**config.mk**
```make
export PLATFORM = sky130hd
export DESIGN_NAME = multiplier_seq_nbit
export DESIGN_NICKNAME = d
export VERILOG_FILES = /design/src/rtl/multiplier_seq_nbit.sv
export SDC_FILE = /design/constraint.sdc
export NUM_CORES = 1
export LEC_CHECK = 0
export CAP_MARGIN = 10
export CORE_MARGIN = 10
export CORE_UTILIZATION = 55
export CTS_BUF_LIST = sky130_fd_sc_hd__clkbuf_2
export DETAILED_ROUTE_END_ITERATION = 8
export GPL_TIMING_DRIVEN = 0
export MAX_ROUTING_LAYER = met4
export PLACE_DENSITY = 0.85
export SYNTH_ARGS = -nofsm -noshare
export SYNTH_HDL_FRONTEND = slang
export SYNTH_SLANG_ARGS = --single-unit
```
**constraint.sdc**
```tcl
create_clock -name clk -period 4.7 [get_ports clk]
set_clock_uncertainty 0.2 [all_clocks]
set_input_delay 0.94 -clock clk [delete_from_list [all_inputs] [get_ports clk]]
set_output_delay 0.94 -clock clk [all_outputs]
set_load 0.01 [all_outputs]
```
**src/rtl/multiplier_seq_nbit.sv**
```systemverilog
// -----------------------------------------------------------------------------
// multiplier_seq_nbit
//   Sequential N-bit shift-and-add multiplier with unsigned and two's-complement
//   modes. One multiplier bit is consumed per RUN cycle, LSB first, so every
//   operation (including zero operands) takes exactly N RUN cycles.
//   Signed operands are reduced to magnitudes at start; the sign is applied
//   once, when the product is loaded on entry to DONE.
//
// Ports
//   clk          in   1    clock, all state on rising edge
//   rst          in   1    synchronous reset, active-low
//   start        in   1    begin a multiplication (accepted in IDLE or DONE)
//   signed_mode  in   1    1: A/B two's complement, 0: unsigned
//   A            in   N    multiplicand
//   B            in   N    multiplier
//   busy         out  1    high in RUN
//   done         out  1    one-cycle pulse when product/result/overflow update
//   product      out  2N   full product
//   result       out  N    product[N-1:0]
//   overflow     out  1    product does not fit in N bits in the latched mode
// -----------------------------------------------------------------------------
module multiplier_seq_nbit #(
    parameter int N = 4
) (
    input  logic             clk,
    input  logic             rst,
    input  logic             start,
    input  logic             signed_mode,
    input  logic [N-1:0]     A,
    input  logic [N-1:0]     B,
    output logic             busy,
    output logic             done,
    output logic [2*N-1:0]   product,
    output logic [N-1:0]     result,
    output logic             overflow
);

    localparam logic [1:0] S_IDLE = 2'd0;
    localparam logic [1:0] S_RUN  = 2'd1;
    localparam logic [1:0] S_DONE = 2'd2;

    localparam int CW = $clog2(N) + 1;

    logic [1:0]     state_q,    state_d;
    logic [CW-1:0]  cnt_q,      cnt_d;
    logic [2*N-1:0] acc_q,      acc_d;
    logic [2*N-1:0] mcand_q,    mcand_d;
    logic [N-1:0]   mplier_q,   mplier_d;
    logic           neg_q,      neg_d;
    logic           smode_q,    smode_d;
    logic [2*N-1:0] product_q,  product_d;
    logic [N-1:0]   result_q,   result_d;
    logic           overflow_q, overflow_d;

    logic           accept;
    logic           last_run;
    logic [2*N-1:0] acc_sum;
    logic [2*N-1:0] prod_fin;

    // Magnitude of an operand; -2^(N-1) maps to 2^(N-1), which still fits in
    // N unsigned bits.
    function automatic logic [N-1:0] magnitude(input logic [N-1:0] v,
                                               input logic smode);
        if (smode && v[N-1])
            return (~v) + {{(N-1){1'b0}}, 1'b1};
        return v;
    endfunction

    // hi = product[2N-1:N-1]. Signed fit requires the upper N+1 bits to be a
    // pure sign extension; unsigned fit requires the upper N bits to be zero.
    function automatic logic ovf(input logic [N:0] hi, input logic smode);
        if (smode)
            return !((hi == '0) || (hi == '1));
        return hi[N:1] != '0;
    endfunction

    // start is ignored while RUN is in progress
    assign accept   = start && (state_q != S_RUN);
    assign last_run = (state_q == S_RUN) && (cnt_q == CW'(N - 1));
    assign acc_sum  = acc_q + (mplier_q[0] ? mcand_q : '0);
    assign prod_fin = neg_q ? ('0 - acc_sum) : acc_sum;

    always_comb begin
        state_d    = state_q;
        cnt_d      = cnt_q;
        acc_d      = acc_q;
        mcand_d    = mcand_q;
        mplier_d   = mplier_q;
        neg_d      = neg_q;
        smode_d    = smode_q;
        product_d  = product_q;
        result_d   = result_q;
        overflow_d = overflow_q;

        if (accept) begin
            // Operands are only looked at here, so later input changes
            // (including unknowns) cannot reach the datapath.
            state_d  = S_RUN;
            cnt_d    = '0;
            acc_d    = '0;
            mcand_d  = {{N{1'b0}}, magnitude(A, signed_mode)};
            mplier_d = magnitude(B, signed_mode);
            neg_d    = signed_mode && (A[N-1] ^ B[N-1]);
            smode_d  = signed_mode;
        end else begin
            case (state_q)
                S_RUN: begin
                    acc_d    = acc_sum;
                    mcand_d  = mcand_q << 1;
                    mplier_d = mplier_q >> 1;
                    cnt_d    = cnt_q + CW'(1);
                    if (last_run) begin
                        state_d    = S_DONE;
                        product_d  = prod_fin;
                        result_d   = prod_fin[N-1:0];
                        overflow_d = ovf(prod_fin[2*N-1:N-1], smode_q);
                    end
                end
                S_DONE:  state_d = S_IDLE;
                default: state_d = S_IDLE;
            endcase
        end
    end

    always_ff @(posedge clk) begin
        if (!rst) begin
            state_q    <= S_IDLE;
            cnt_q      <= '0;
            acc_q      <= '0;
            mcand_q    <= '0;
            mplier_q   <= '0;
            neg_q      <= 1'b0;
            smode_q    <= 1'b0;
            product_q  <= '0;
            result_q   <= '0;
            overflow_q <= 1'b0;
        end else begin
            state_q    <= state_d;
            cnt_q      <= cnt_d;
            acc_q      <= acc_d;
            mcand_q    <= mcand_d;
            mplier_q   <= mplier_d;
            neg_q      <= neg_d;
            smode_q    <= smode_d;
            product_q  <= product_d;
            result_q   <= result_d;
            overflow_q <= overflow_d;
        end
    end

    assign busy     = (state_q == S_RUN);
    assign done     = (state_q == S_DONE);
    assign product  = product_q;
    assign result   = result_q;
    assign overflow = overflow_q;

endmodule

```
## Word-level counts from Yosys, hierarchy flattened

Index checks and enable logic that the tools add are counted.

| word-level totals | value |
|---|---|
| bits in registers | 40 |
| input bits | 12 |
| output and inout bits | 15 |

| operators by class | value |
|---|---|
| add/sub/neg operators | 5 |
| eq/ne operators | 6 |
| muxes and demuxes | 23 |
| bitwise logic cells | 6 |
| reduce and logical (&&, ||, !) cells | 13 |

Operator list:

| operator | number |
|---|---|
| $mux 4 | 8 |
| $mux 8 | 2 |
| $mux 1 | 13 |
| $add 4x1->4 const B | 2 |
| $add 8x8->8 | 1 |
| $not 4->4 | 2 |
| $sub 1x8->8 const A | 1 |
| $eq 5x5->1 const B | 1 |
| $logic_and 1x1->1 | 5 |
| $logic_not 5->1 | 1 |
| $reduce_bool 4->1 | 1 |
| $add 3x1->3 const B | 1 |
| $eq 3x2->1 const B | 1 |
| $ne 3x1->1 const B | 1 |
| $not 1->1 | 3 |
| $reduce_and 3->1 | 1 |
| $reduce_or 3->1 | 1 |
| $eq 2x1->1 const B | 1 |
| $eq 2x2->1 const B | 1 |
| $ne 2x1->1 const B | 1 |
| $reduce_bool 2->1 | 1 |
| $reduce_or 2->1 | 1 |
| $logic_not 1->1 | 1 |
| $logic_or 1x1->1 | 1 |
| $xor 1x1->1 | 1 |

## Depth between registers and ports, before layout

Gate-level depths: netlist (run 1).

| depth | value |
|---|---|
| depth after elaboration | 9 |
| mapped depth | 11 |
| depth with buffers taken out | 11 |

## Worst setup path after synthesis (run 1)

OpenSTA, ideal clock, no wires.

| timing | value |
|---|---|
| path type | register to register |
| start | register mplier_q[0] |
| end | register overflow_q (netlist: overflow) |
| library setup time | 0.141 ns |
| arrival time | 2.847 ns |
| data required time | 4.359 ns |
| slack | 1.512 ns |
| stages on the path, launching flop included | 12 |
| period minus slack after synthesis | 3.188 ns |
| cells stage by stage | dfxtp_1 and2_1 ha_1 fa_1 a211o_1 and3_4 buf_6 o311ai_4 xnor2_1 or3_1 a211oi_2 a221oi_1 |

| on the way | value |
|---|---|
| longest elaborated chain between the ends | 9 |
| elaborated cells between the ends (all ways) | 11 |
| classes of those cells | add/sub: 2; eq/ne: 1; mux: 4; reduce/logical: 4 |

RTL lines:

| element | line | source |
|---|---|---|
| from (decl) | 48 | `logic [N-1:0] mplier_q, mplier_d;` |
| from (signal assigned) | 142 | `mplier_q <= mplier_d;` |
| $mux 8 * | 80 | `assign acc_sum = acc_q + (mplier_q[0] ? mcand_q : '0);` |
| $add 8x8->8 * | 80 |  |
| $sub 1x8->8 | 81 | `assign prod_fin = neg_q ? ('0 - acc_sum) : acc_sum;` |
| $mux 8 * | 81 |  |
| $eq 5x5->1 or $logic_not 5->1 (tied branches) | 73 | `return !((hi == '0) \|\| (hi == '1));` |
| $logic_or 1x1->1 | 73 |  |
| $logic_not 1->1 | 73 |  |
| $mux 1 | 72 | `if (smode)` |
| $mux 1 * | 74 | `return hi[N:1] != '0;` |
| to (signal assigned) | 147 | `overflow_q <= overflow_d;` |
| to (decl) | 53 | `logic overflow_q, overflow_d;` |

Mark *: on every way between the ends. The rest lies on a longest branch, timed or not. The select of a mux whose other input is x is not followed.
A chain may end at the register's enable or synchronous reset.

## Final worst setup path (run 1)

Same ends and word-level chain as after synthesis.

==> impl_metrics.prom, run 1 <==
# TYPE chip_impl_metric gauge
chip_impl_info{name="status",value="completed"} 1
chip_impl_metric{name="nNetsFinal",unit=""} 329
chip_impl_metric{name="syn_nets",unit=""} 298
chip_impl_metric{name="synth.lib_cells_used.distinct",unit=""} 48
chip_impl_metric{name="slew_violations",unit=""} 0
chip_impl_metric{name="place.detailed.hpwl",unit="mm"} 3.83
chip_impl_metric{name="grt_max_degree",unit=""} 13
chip_impl_info{name="rsz0062_at_grt",value="no"} 1
chip_impl_metric{name="diodes",unit=""} 0
chip_impl_metric{name="combPwrFrac",unit="%"} 14.4
chip_impl_metric{name="layout-area-overhead-vs-synth",unit="%"} 16.8
chip_impl_metric{name="period_minus_slack",unit="ps"} 3890
chip_impl_metric{name="cts.reportedPaths.clkPinSlew",unit="ps"} 190
chip_impl_metric{name="leakagePower",unit="nW"} 1.00
chip_impl_metric{name="postSynthAreaPerCell",unit="um^2"} 8.02
chip_impl_metric{name="worst_pin_slew",unit="ps"} 729
chip_impl_metric{name="drive_above_1_share",unit="%"} 5.90
chip_impl_metric{name="filler_cells",unit=""} 346
chip_impl_metric{name="io-pin-count",unit=""} 27
chip_impl_metric{name="ys_ff_latch",unit=""} 36
chip_impl_metric{name="via_count",unit=""} 1998
chip_impl_metric{name="ys_warn_count",unit=""} 0
chip_impl_metric{name="power_density",unit="nW/um^2"} 235
chip_impl_metric{name="post_cts_resized",unit=""} 0
chip_impl_metric{name="die_height",unit="um"} 83.1
chip_impl_info{name="worst_reg2reg_endpoint",value="overflow"} 1
chip_impl_metric{name="drv.max_cap_violation_count",unit=""} 0
chip_impl_metric{name="placer_s_final_routability_congestion_estimate",unit=""} 0.883
chip_impl_metric{name="sequential_cell_area",unit="um^2"} 721
chip_impl_metric{name="tritoncts_num_sinks",unit=""} 36
chip_impl_metric{name="via_per_inst",unit=""} 5.66
chip_impl_metric{name="synth.yosys.seq_area_share",unit="%"} 32.9
chip_impl_metric{name="cts_hold_buf",unit=""} 0
chip_impl_metric{name="number_of_port_buffers",unit=""} 24
chip_impl_metric{name="synth_enable_flop_cells",unit=""} 0
chip_impl_metric{name="multi_input_comb_area",unit="um^2"} 1350
chip_impl_metric{name="power_frac_clock",unit="%"} 32.1
chip_impl_info{name="crit-reg2reg-launch",value="mplier_q[0]"} 1
chip_impl_info{name="min_to",value="mcand_q[7]"} 1
chip_impl_metric{name="fin_hold_ws",unit="ps"} 268
chip_impl_metric{name="cellInternalPower",unit="uW"} 438
chip_impl_info{name="crit_type",value="flop to flop"} 1
chip_impl_metric{name="timing.critical_path.fanout_max",unit=""} 9
chip_impl_metric{name="drt_pre_antenna_iters",unit=""} 5
chip_impl_metric{name="power.share.switching",unit="%"} 27.0
chip_impl_info{name="start_point_of_the_worst_min_delay_path",value="mcand_q[7]"} 1
chip_impl_metric{name="p_sw",unit="uW"} 162
chip_impl_metric{name="worst-endpoint-arrival",unit="ps"} 3960
chip_impl_metric{name="finish.instance_area",unit="um^2"} 2560
chip_impl_metric{name="wl",unit="mm"} 4.84
chip_impl_info{name="yosys_most_used_dff",value="dfxtp_1"} 1
chip_impl_metric{name="die-area",unit="um^2"} 6900
chip_impl_info{name="cts_tree",value="built"} 1
chip_impl_metric{name="netlist_instances",unit=""} 273
chip_impl_info{name="layout.cells.most_common",value="nand2_1"} 1
chip_impl_metric{name="placement_rows",unit=""} 22
chip_impl_metric{name="setup_viol",unit=""} 0
chip_impl_info{name="clock_tree.root_cell",value="clkbuf_2"} 1
chip_impl_metric{name="detail_route.wl_per_cell",unit="um"} 13.7
chip_impl_metric{name="die_x",unit="um"} 83.1
chip_impl_metric{name="first_global_vias",unit=""} 1926
chip_impl_metric{name="timing.reg2reg.setup_slack",unit="ps"} 810
chip_impl_metric{name="grt_pass1_wl",unit="mm"} 8.32
chip_impl_info{name="hold_path.class",value="flop to flop"} 1
chip_impl_metric{name="hold-path-cell-count",unit=""} 2
chip_impl_metric{name="number_of_hold_violations_in_the_final_report",unit=""} 0
chip_impl_metric{name="h_tree_levels",unit=""} 2
chip_impl_metric{name="final_antenna_net_count",unit=""} 0
chip_impl_info{name="cp-start-kind",value="flop"} 1
chip_impl_metric{name="mappedNetlistArea",unit="um^2"} 2190
chip_impl_metric{name="finalCritPeriodShare",unit="%"} 82.7
chip_impl_metric{name="slew_headroom",unit="%"} 51.3
chip_impl_metric{name="pre_cts_ws",unit="ps"} 957
chip_impl_metric{name="asyncSetResetFlopFracSynth",unit="%"} 0
chip_impl_metric{name="iter_0_drt_violations",unit=""} 70
chip_impl_metric{name="power.total",unit="uW"} 600
chip_impl_metric{name="postPlaceCellArea",unit="um^2"} 2490
chip_impl_metric{name="totalNegativeSetupSlack",unit="ps"} 0
chip_impl_info{name="layout.cells.most_common_list",value="49 x nand2_1, 36 x dfxtp_1, 24 x clkdlybuf4s50_1"} 1
chip_impl_metric{name="clock_latency",unit="ps"} 390
chip_impl_metric{name="clock_path_buffers",unit=""} 2
chip_impl_metric{name="gr-usage-all-layers",unit="%"} 14.1
chip_impl_metric{name="grt-ovfl-total",unit=""} 0
chip_impl_metric{name="reg2regPathDepth",unit=""} 10
chip_impl_metric{name="pwr-share-seq",unit="%"} 53.4
chip_impl_metric{name="core_region_area",unit="um^2"} 3740
chip_impl_metric{name="initial_core_util",unit="%"} 58.5
chip_impl_metric{name="initial_antenna_violation_count",unit=""} 0
chip_impl_metric{name="layout_setup_ws",unit="ps"} 813
chip_impl_metric{name="data_required_time_at_the_worst_endpoint",unit="ps"} 4770
chip_impl_metric{name="max_freq",unit="MHz"} 257
chip_impl_metric{name="drc_errors",unit=""} 0
chip_impl_metric{name="cts-buffers-inserted",unit=""} 5
chip_impl_metric{name="power.ir.vdd_worst",unit="uV"} 212
chip_impl_metric{name="postCtsSetupRepairBufs",unit=""} 0
chip_impl_info{name="timing.critical_path.to_type",value="flop"} 1
## routing by layer
layer / vias to the layer above / GRT usage, % / share of wire [%]
met3: 10 / 3.13 / 4.1
met5: - / - / 0
met2: 42 / 23.3 / 48
li1: 1014 / - / -
met1: 932 / 16.2 / 46
met4: 0 / 5.69 / 1.7
## cell families after synthesis
group           synth area share, %
simple gates                   22.2
compound gates                 23.0
flops                          32.9
buf+inv                        5.66
xor+xnor                       6.63
fa+ha+maj                      7.77
mux                            1.83
## cell type report
cell class,instances,area share (%)
Clock buffer,5,0.978
Multi-Input combinational cell,210,52.6
Inverter,11,1.61
Tap cell,48,2.35
Timing Repair Buffer,24,9.39
Sequential cell,36,28.2
Buffer,16,3.23
Clock inverter,3,1.66
## how the worst max path moves through the flow
stage                      from        to  slack, ps  depth (start not counted)
finish              mplier_q[0]  overflow        810                         10
global route        mplier_q[0]  overflow        660                         10
CTS                 mplier_q[0]  overflow        880                         10
detailed placement  mplier_q[0]  overflow        960                         10
global placement    mplier_q[0]  overflow        980                         10
floorplan           mplier_q[0]  overflow       1510                         11
## synthesized netlist by cell type, types with 2 or more instances
library cell	count	area, um^2
nand2_1	49	184
nand4_1	3	18.8
buf_1	2	7.51
inv_1	11	41.3
dfxtp_1	36	721
xnor2_1	9	78.8
o31ai_1	3	22.5
a211oi_1	4	30.0
ha_1	12	150
o21ai_0	17	85.1
nor2_1	16	60.1
o221ai_1	2	17.5
a21oi_1	22	110
nor2b_1	7	43.8
and2_1	8	50.1
or2_2	2	12.5
nand2b_1	3	18.8
mux2i_1	4	40.0
nor3_1	2	10.0
o211a_1	2	20.0
a21boi_0	3	22.5
xor2_1	5	43.8
nand3_1	5	25.0
a221oi_1	2	17.5
or3_1	4	25.0
a211o_1	2	17.5
o211ai_1	2	15.0
a311oi_1	5	43.8
buf_4	4	30.0
clkbuf_1	9	33.8
## critical path, stage by stage, from the launching register on
cell and delay [ps]:
dfxtp_1 420, and2_1 190, ha_1 220, fa_1 450, xor2_1 210, nor3_1 460
o221ai_1 400, o31ai_1 450, xnor3_1 370, a2111oi_0 310, a221oi_1 80
## stage by stage
| step | cells | util, % |
|---|---|---|
| after floorplan | 273 | - |
| after global placement | 345 | 66.5 |
| after detailed placement | 345 | 66.5 |
| after CTS | 353 | 68.3 |
| after global routing | 353 | 68.3 |
| final | 353 | 68.3 |
## power groups by stage
stage	clock, mW	sequential (mW)	combinational [mW]
after CTS	0.198	0.320	0.0864
final	0.193	0.321	0.0867
after detailed placement	0	0.327	0.0860
after floorplan	0	0.324	0.0605
after global placement	0	0.326	0.0845
after global routing	0.212	0.322	0.0972
## sequential cells by signal (all words and copies together), names as in the netlist
| name | flops |
|---|---|
| overflow | 1 |
| mplier_q | 4 |
| smode_q | 1 |
| product | 8 |
| mcand_q | 8 |
| cnt_q | 3 |
| acc_q | 8 |
| state_q | 2 |
| neg_q | 1 |
Note: power is estimated with default switching activity, not from simulation.
==> run 2: changes to the inputs <==
==> constraint.sdc (replaced) <==
create_clock -name clk -period 3.58 [get_ports clk]
set_clock_uncertainty 0.2 [all_clocks]
set_input_delay 0.716 -clock clk [delete_from_list [all_inputs] [get_ports clk]]
set_output_delay 0.716 -clock clk [all_outputs]
set_load 0.01 [all_outputs]
==> impl_metrics.prom, run 2 (synthesis gave the netlist of run 1 again) <==
# TYPE chip_impl_metric gauge
chip_impl_metric{name="layout_setup_ws",unit="ps"} 111
chip_impl_info{name="cp-start-kind",value="flop"} 1
chip_impl_metric{name="number_of_hold_violations_in_the_final_report",unit=""} 0
chip_impl_metric{name="power.total",unit="uW"} 790
chip_impl_info{name="worst_reg2reg_endpoint",value="overflow"} 1
chip_impl_metric{name="postPlaceCellArea",unit="um^2"} 2490
chip_impl_info{name="status",value="completed"} 1
chip_impl_metric{name="drc_errors",unit=""} 0
chip_impl_metric{name="detail_route.wl_per_cell",unit="um"} 13.5
chip_impl_metric{name="p_sw",unit="uW"} 213
chip_impl_metric{name="cellInternalPower",unit="uW"} 577
chip_impl_metric{name="layout-area-overhead-vs-synth",unit="%"} 19.7
chip_impl_metric{name="wire_length_on_met1",unit="mm"} 2.17
chip_impl_metric{name="grt-ovfl-total",unit=""} 0
chip_impl_info{name="clock_tree.root_cell",value="clkbuf_2"} 1
chip_impl_metric{name="die_height",unit="um"} 83.1
chip_impl_metric{name="power.share.switching",unit="%"} 27.0
chip_impl_metric{name="totalNegativeSetupSlack",unit="ps"} 0
chip_impl_info{name="top_layer",value="met4"} 1
chip_impl_metric{name="io-pin-count",unit=""} 27
chip_impl_metric{name="wl",unit="mm"} 4.82
chip_impl_metric{name="power_density",unit="nW/um^2"} 302
chip_impl_metric{name="period_minus_slack",unit="ps"} 3470
chip_impl_metric{name="leakagePower",unit="nW"} 1.02
chip_impl_info{name="slowest_stage",value="fa_1"} 1
chip_impl_metric{name="worst_pin_slew",unit="ps"} 719
chip_impl_metric{name="core_region_area",unit="um^2"} 3740
chip_impl_metric{name="dr_wl_met2",unit="mm"} 2.31
chip_impl_metric{name="slew_headroom",unit="%"} 52.0
chip_impl_metric{name="gr-usage-all-layers",unit="%"} 14.2
chip_impl_info{name="cts_tree",value="built"} 1
chip_impl_metric{name="clock_latency",unit="ps"} 390
chip_impl_metric{name="h_tree_levels",unit=""} 2
chip_impl_metric{name="filler_cells",unit=""} 333
chip_impl_metric{name="drv.max_cap_violation_count",unit=""} 0
chip_impl_info{name="start_point_of_the_worst_min_delay_path",value="mcand_q[7]"} 1
chip_impl_metric{name="pre_cts_ws",unit="ps"} -163
chip_impl_metric{name="first_global_vias",unit=""} 1927
chip_impl_info{name="path_cells",value="and2_1 -> ha_1 -> fa_1 -> a211o_1 -> and3_4 -> buf_6 -> o311ai_4 -> buf_4 -> xnor2_1 -> or3_1 -> a211oi_2 -> a221oi_1"} 1
chip_impl_metric{name="clock_path_buffers",unit=""} 2
chip_impl_metric{name="path_buf_inv",unit=""} 2
chip_impl_metric{name="placer_s_final_routability_congestion_estimate",unit=""} 0.883
chip_impl_info{name="crit-reg2reg-launch",value="mplier_q[0]"} 1
chip_impl_metric{name="number_of_port_buffers",unit=""} 24
chip_impl_metric{name="layout.cells.non_filler",unit=""} 356
chip_impl_metric{name="cts.reportedPaths.clkPinSlew",unit="ps"} 190
chip_impl_metric{name="max_freq",unit="MHz"} 288
chip_impl_info{name="critical_path.top_delay_family",value="compound AO/OA/AOI/OAI gates"} 1
chip_impl_info{name="timing.critical_path.to_type",value="flop"} 1
chip_impl_metric{name="hold-path-cell-count",unit=""} 2
chip_impl_metric{name="placement_rows",unit=""} 22
chip_impl_metric{name="final_antenna_net_count",unit=""} 0
chip_impl_metric{name="die_x",unit="um"} 83.1
chip_impl_metric{name="via_count",unit=""} 2006
chip_impl_metric{name="data_required_time_at_the_worst_endpoint",unit="ps"} 3650
chip_impl_metric{name="power.ir.vdd_worst",unit="uV"} 279
chip_impl_metric{name="pwr-share-seq",unit="%"} 53.3
chip_impl_metric{name="via_per_inst",unit=""} 5.63
chip_impl_metric{name="place.detailed.hpwl",unit="mm"} 3.83
chip_impl_metric{name="finalCritPeriodShare",unit="%"} 96.9
chip_impl_metric{name="grt_pass1_wl",unit="mm"} 8.36
chip_impl_info{name="crit_type",value="flop to flop"} 1
chip_impl_info{name="hold_path.class",value="flop to flop"} 1
chip_impl_metric{name="tritoncts_num_sinks",unit=""} 36
chip_impl_metric{name="setup_viol",unit=""} 0
chip_impl_metric{name="power_frac_clock",unit="%"} 32.0
chip_impl_info{name="min_to",value="mcand_q[7]"} 1
chip_impl_metric{name="grt_max_degree",unit=""} 13
chip_impl_metric{name="drive_above_1_share",unit="%"} 8.77
chip_impl_metric{name="max_stage_delay",unit="ps"} 450
chip_impl_info{name="layout.cells.most_common",value="nand2_1"} 1
chip_impl_metric{name="timing.critical_path.fanout_max",unit=""} 9
chip_impl_metric{name="routed-wl-met3",unit="um"} 219
chip_impl_metric{name="timing.reg2reg.setup_slack",unit="ps"} 110
chip_impl_metric{name="placed_cells",unit=""} 345
chip_impl_metric{name="diodes",unit=""} 0
chip_impl_metric{name="finish.instance_area",unit="um^2"} 2620
chip_impl_metric{name="slew_violations",unit=""} 0
chip_impl_metric{name="die-area",unit="um^2"} 6900
chip_impl_metric{name="initial_antenna_violation_count",unit=""} 0
chip_impl_info{name="layout.cells.most_common_list",value="49 x nand2_1, 36 x dfxtp_1, 24 x clkdlybuf4s50_1"} 1
chip_impl_metric{name="worst-endpoint-arrival",unit="ps"} 3540
chip_impl_metric{name="nNetsFinal",unit=""} 332
chip_impl_metric{name="reg2regPathDepth",unit=""} 12
chip_impl_metric{name="cts-buffers-inserted",unit=""} 5
chip_impl_metric{name="drt_pre_antenna_iters",unit=""} 5
chip_impl_metric{name="combPwrFrac",unit="%"} 14.7
chip_impl_metric{name="initial_core_util",unit="%"} 58.5
chip_impl_metric{name="iter_0_drt_violations",unit=""} 86
run 2: cell count changes in the layout (fill, tap and decap cells not counted), sizes merged:
cell | before | now
buf | 7 | 10
run 2: repair_timing:
action / 4_1_cts / 5_1_grt
setup endpoints to repair: 2 / 2
hold buffers: 0 / 0
gates resized for setup: 4 / 6
pin swaps: 0 / 1
setup buffers: 0 / 3
run 2: routing by layer:
metal  vias to the layer above  global-route usage [%]
met1                       916                    16.2
met3                        12                    3.32
met2                        54                    23.0
met4                         0                    6.46
met5                         -                       -
li1                       1024                       -
run 2: worst reg2reg max path: cells and delay by family, from the launching register on:
family / cells / cell delay (ps)
xor+xnor: 1 / 80
buf+inv: 2 / 340
flops: 1 / 420
compound gates: 4 / 880
fa+ha+maj: 2 / 670
simple gates: 3 / 750
run 2: how the worst max path moves through the flow:
stage                     endpoint  cells after the start   startpoint  slack (ps)
after global routing      overflow                     12  mplier_q[0]          -4
final                     overflow                     12  mplier_q[0]         110
after floorplan           overflow                     11  mplier_q[0]         390
after global placement    overflow                     10  mplier_q[0]        -140
after detailed placement  overflow                     10  mplier_q[0]        -160
after CTS                 overflow                     11  mplier_q[0]          20
run 2: area by class of cell:
cell class	instances	area, um^2	area share, %
Buffer	16	83.8	3.20
Clock buffer	5	25.0	0.955
Clock inverter	3	42.5	1.62
Inverter	11	41.3	1.58
Multi-Input combinational cell	210	1380	52.8
Sequential cell	36	721	27.5
Tap cell	48	60.1	2.29
Timing Repair Buffer	27	263	10.0
run 2: power groups by stage:
stage	Sequential [mW]	Combinational (mW)	Clock (mW)
6_report	0.421	0.116	0.253
5_1_grt	0.422	0.131	0.278
4_1_cts	0.421	0.115	0.261
3_5_place_dp	0.429	0.113	0
3_3_place_gp	0.428	0.111	0
2_1_floorplan	0.426	0.0794	0
run 2: per-stage QoR:
step,utilization (%),hold WS (ps)
after floorplan,-,235
after global placement,66.5,234
after detailed placement,66.5,241
after CTS,68.9,272
after global routing,70.0,299
final,70.0,268
==> run 3: changes to the inputs <==
--- a/config.mk
+++ b/config.mk
@@ -6,6 +6,7 @@
 export NUM_CORES = 1
 export LEC_CHECK = 0
 export CAP_MARGIN = 10
+export CORE_ASPECT_RATIO = 0.5
 export CORE_MARGIN = 10
 export CORE_UTILIZATION = 55
 export CTS_BUF_LIST = sky130_fd_sc_hd__clkbuf_2
@@ -13,6 +14,7 @@
 export GPL_TIMING_DRIVEN = 0
 export MAX_ROUTING_LAYER = met4
 export PLACE_DENSITY = 0.85
+export SETUP_SLACK_MARGIN = 0.2
 export SYNTH_ARGS = -nofsm -noshare
 export SYNTH_HDL_FRONTEND = slang
 export SYNTH_SLANG_ARGS = --single-unit
==> impl_metrics.prom, run 3 (synthesis gave the netlist of run 1 again) <==
# TYPE chip_impl_metric gauge
chip_impl_info{name="status",value="completed"} 1
chip_impl_metric{name="power.ir.vdd_worst",unit="uV"} 145
chip_impl_metric{name="cts.reportedPaths.clkPinSlew",unit="ps"} 190
chip_impl_metric{name="setup_viol",unit=""} 0
chip_impl_metric{name="max_freq",unit="MHz"} 295
chip_impl_metric{name="grt_pass1_wl",unit="mm"} 8.24
chip_impl_metric{name="clock_path_buffers",unit=""} 2
chip_impl_metric{name="h_tree_levels",unit=""} 2
chip_impl_metric{name="initial_antenna_violation_count",unit=""} 0
chip_impl_metric{name="drt_pre_antenna_iters",unit=""} 4
chip_impl_info{name="clock_tree.root_cell",value="clkbuf_2"} 1
chip_impl_metric{name="final_antenna_net_count",unit=""} 0
chip_impl_info{name="worst_reg2reg_endpoint",value="overflow"} 1
chip_impl_metric{name="drv.max_cap_violation_count",unit=""} 0
chip_impl_metric{name="reg2regPathDepth",unit=""} 12
chip_impl_metric{name="fin_hold_ws",unit="ps"} 273
chip_impl_metric{name="layout-area-overhead-vs-synth",unit="%"} 23.3
chip_impl_info{name="cts_tree",value="built"} 1
chip_impl_metric{name="placement_rows",unit=""} 16
chip_impl_metric{name="tritoncts_num_sinks",unit=""} 36
chip_impl_metric{name="die_x",unit="um"} 109
chip_impl_metric{name="first_global_vias",unit=""} 1912
chip_impl_metric{name="grt_max_degree",unit=""} 12
chip_impl_metric{name="period_minus_slack",unit="ps"} 3390
chip_impl_metric{name="power_density",unit="nW/um^2"} 270
chip_impl_metric{name="via_count",unit=""} 2077
chip_impl_metric{name="gr-usage-all-layers",unit="%"} 14.5
chip_impl_info{name="crit-reg2reg-launch",value="mplier_q[0]"} 1
chip_impl_metric{name="timing.reg2reg.setup_slack",unit="ps"} 190
chip_impl_metric{name="detail_route.wl_per_cell",unit="um"} 14.2
chip_impl_info{name="hold_path.class",value="flop to flop"} 1
chip_impl_metric{name="grt.met3_usage",unit="%"} 4.04
chip_impl_info{name="start_point_of_the_worst_min_delay_path",value="product[5]"} 1
chip_impl_metric{name="worst-endpoint-arrival",unit="ps"} 3450
chip_impl_metric{name="slew_headroom",unit="%"} 50.6
chip_impl_metric{name="worst_pin_slew",unit="ps"} 740
chip_impl_metric{name="cts-buffers-inserted",unit=""} 5
chip_impl_info{name="min_to",value="product[5]"} 1
chip_impl_metric{name="power.total",unit="uW"} 730
chip_impl_metric{name="die_height",unit="um"} 64.6
chip_impl_metric{name="slew_violations",unit=""} 0
chip_impl_metric{name="hold-path-cell-count",unit=""} 2
chip_impl_metric{name="drive_above_1_share",unit="%"} 12.4
chip_impl_metric{name="place.detailed.hpwl",unit="mm"} 3.89
chip_impl_metric{name="wl",unit="mm"} 5.24
chip_impl_metric{name="grt-ovfl-total",unit=""} 0
chip_impl_metric{name="nNetsFinal",unit=""} 339
chip_impl_metric{name="timing.critical_path.fanout_max",unit=""} 6
chip_impl_metric{name="data_required_time_at_the_worst_endpoint",unit="ps"} 3650
chip_impl_info{name="layout.cells.most_common",value="nand2_1"} 1
chip_impl_metric{name="initial_core_util",unit="%"} 56.7
chip_impl_metric{name="iter_0_drt_violations",unit=""} 112
chip_impl_info{name="crit_type",value="flop to flop"} 1
chip_impl_info{name="rsz0062_at_grt",value="no"} 1
chip_impl_metric{name="filler_cells",unit=""} 313
chip_impl_metric{name="grt_use_met2",unit="%"} 24.9
chip_impl_metric{name="drc_errors",unit=""} 0
chip_impl_metric{name="core_region_area",unit="um^2"} 3860
chip_impl_metric{name="via_per_inst",unit=""} 5.63
chip_impl_metric{name="die-area",unit="um^2"} 7060
chip_impl_metric{name="placer_s_final_routability_congestion_estimate",unit=""} 0.879
chip_impl_metric{name="utilization",unit="%"} 69.9
chip_impl_info{name="cp-start-kind",value="flop"} 1
chip_impl_metric{name="met1_usage",unit="%"} 16.7
chip_impl_info{name="global_route.peak_usage_layer",value="met2"} 1
chip_impl_metric{name="io-pin-count",unit=""} 27
chip_impl_info{name="layout.cells.most_common_list",value="49 x nand2_1, 35 x dfxtp_1, 24 x clkdlybuf4s50_1"} 1
chip_impl_metric{name="number_of_hold_violations_in_the_final_report",unit=""} 0
chip_impl_metric{name="finalCritPeriodShare",unit="%"} 94.6
chip_impl_metric{name="clock_latency",unit="ps"} 380
chip_impl_metric{name="diodes",unit=""} 0
chip_impl_info{name="timing.critical_path.to_type",value="flop"} 1
chip_impl_metric{name="number_of_port_buffers",unit=""} 24
chip_impl_metric{name="leakagePower",unit="nW"} 1.05
[run 3: cell types whose count changed in the layout (fill, tap and decap cells not counted), sizes merged]
cell and delta:
clkbuf +1, bufinv -1, buf +7
[run 3: what timing repair did]
item,in CTS,in global routing
endpoints found under the setup margin,2,2
pin swaps,2,4
setup buffers,5,5
gates resized for setup,9,10
hold buffers,0,0
[run 3: worst max path at each step]
stage           startpoint  endpoint
2_1_floorplan  mplier_q[0]  overflow
3_3_place_gp   mplier_q[0]  overflow
3_5_place_dp   mplier_q[0]  overflow
4_1_cts        mplier_q[0]  overflow
5_1_grt        mplier_q[0]  overflow
6_report       mplier_q[0]  overflow
[run 3: critical path, stage by stage, from the launching register on]
cell and delay, ps:
dfxtp_4 390, and2_4 170, ha_4 170, fa_2 380, a211o_1 400, and3_4 210, buf_6 130, o311ai_4 340
buf_4 190, o31ai_4 70, xnor3_2 320, a2111oi_4 250, a221oi_2 60
[run 3: power by group]
group          leakage, nW  internal [mW]  switching, mW
Clock               0.0266         0.0488          0.134
Sequential           0.293          0.412        0.00848
Combinational        0.726         0.0534         0.0733
[run 3: routing by layer]
layer	vias up	wire length (um)
li1	1041	-
met2	67	2520
met5	-	0
met4	0	19
met1	967	2360
met3	2	347
[run 3: metrics by stage]
step	setup TNS [ps]	instances	setup slack (ps)	area [um^2]
finish	0	369	195	2700
CTS	0	364	211	2610
detailed placement	-249	351	-249	2500
global route	0	369	168	2700
global placement	-94.7	351	-94.7	2500
floorplan	0	273	392	2190
[run 3: cell type report]
| type | instances | area (um^2) | area share, % |
|---|---|---|---|
| Tap cell | 54 | 67.6 | 2.50 |
| Clock buffer | 6 | 30.0 | 1.11 |
| Sequential cell | 36 | 724 | 26.8 |
| Multi-Input combinational cell | 210 | 1430 | 52.8 |
| Inverter | 11 | 41.3 | 1.53 |
| Timing Repair Buffer | 34 | 315 | 11.7 |
| Clock inverter | 2 | 11.3 | 0.417 |
| Buffer | 16 | 83.8 | 3.11 |
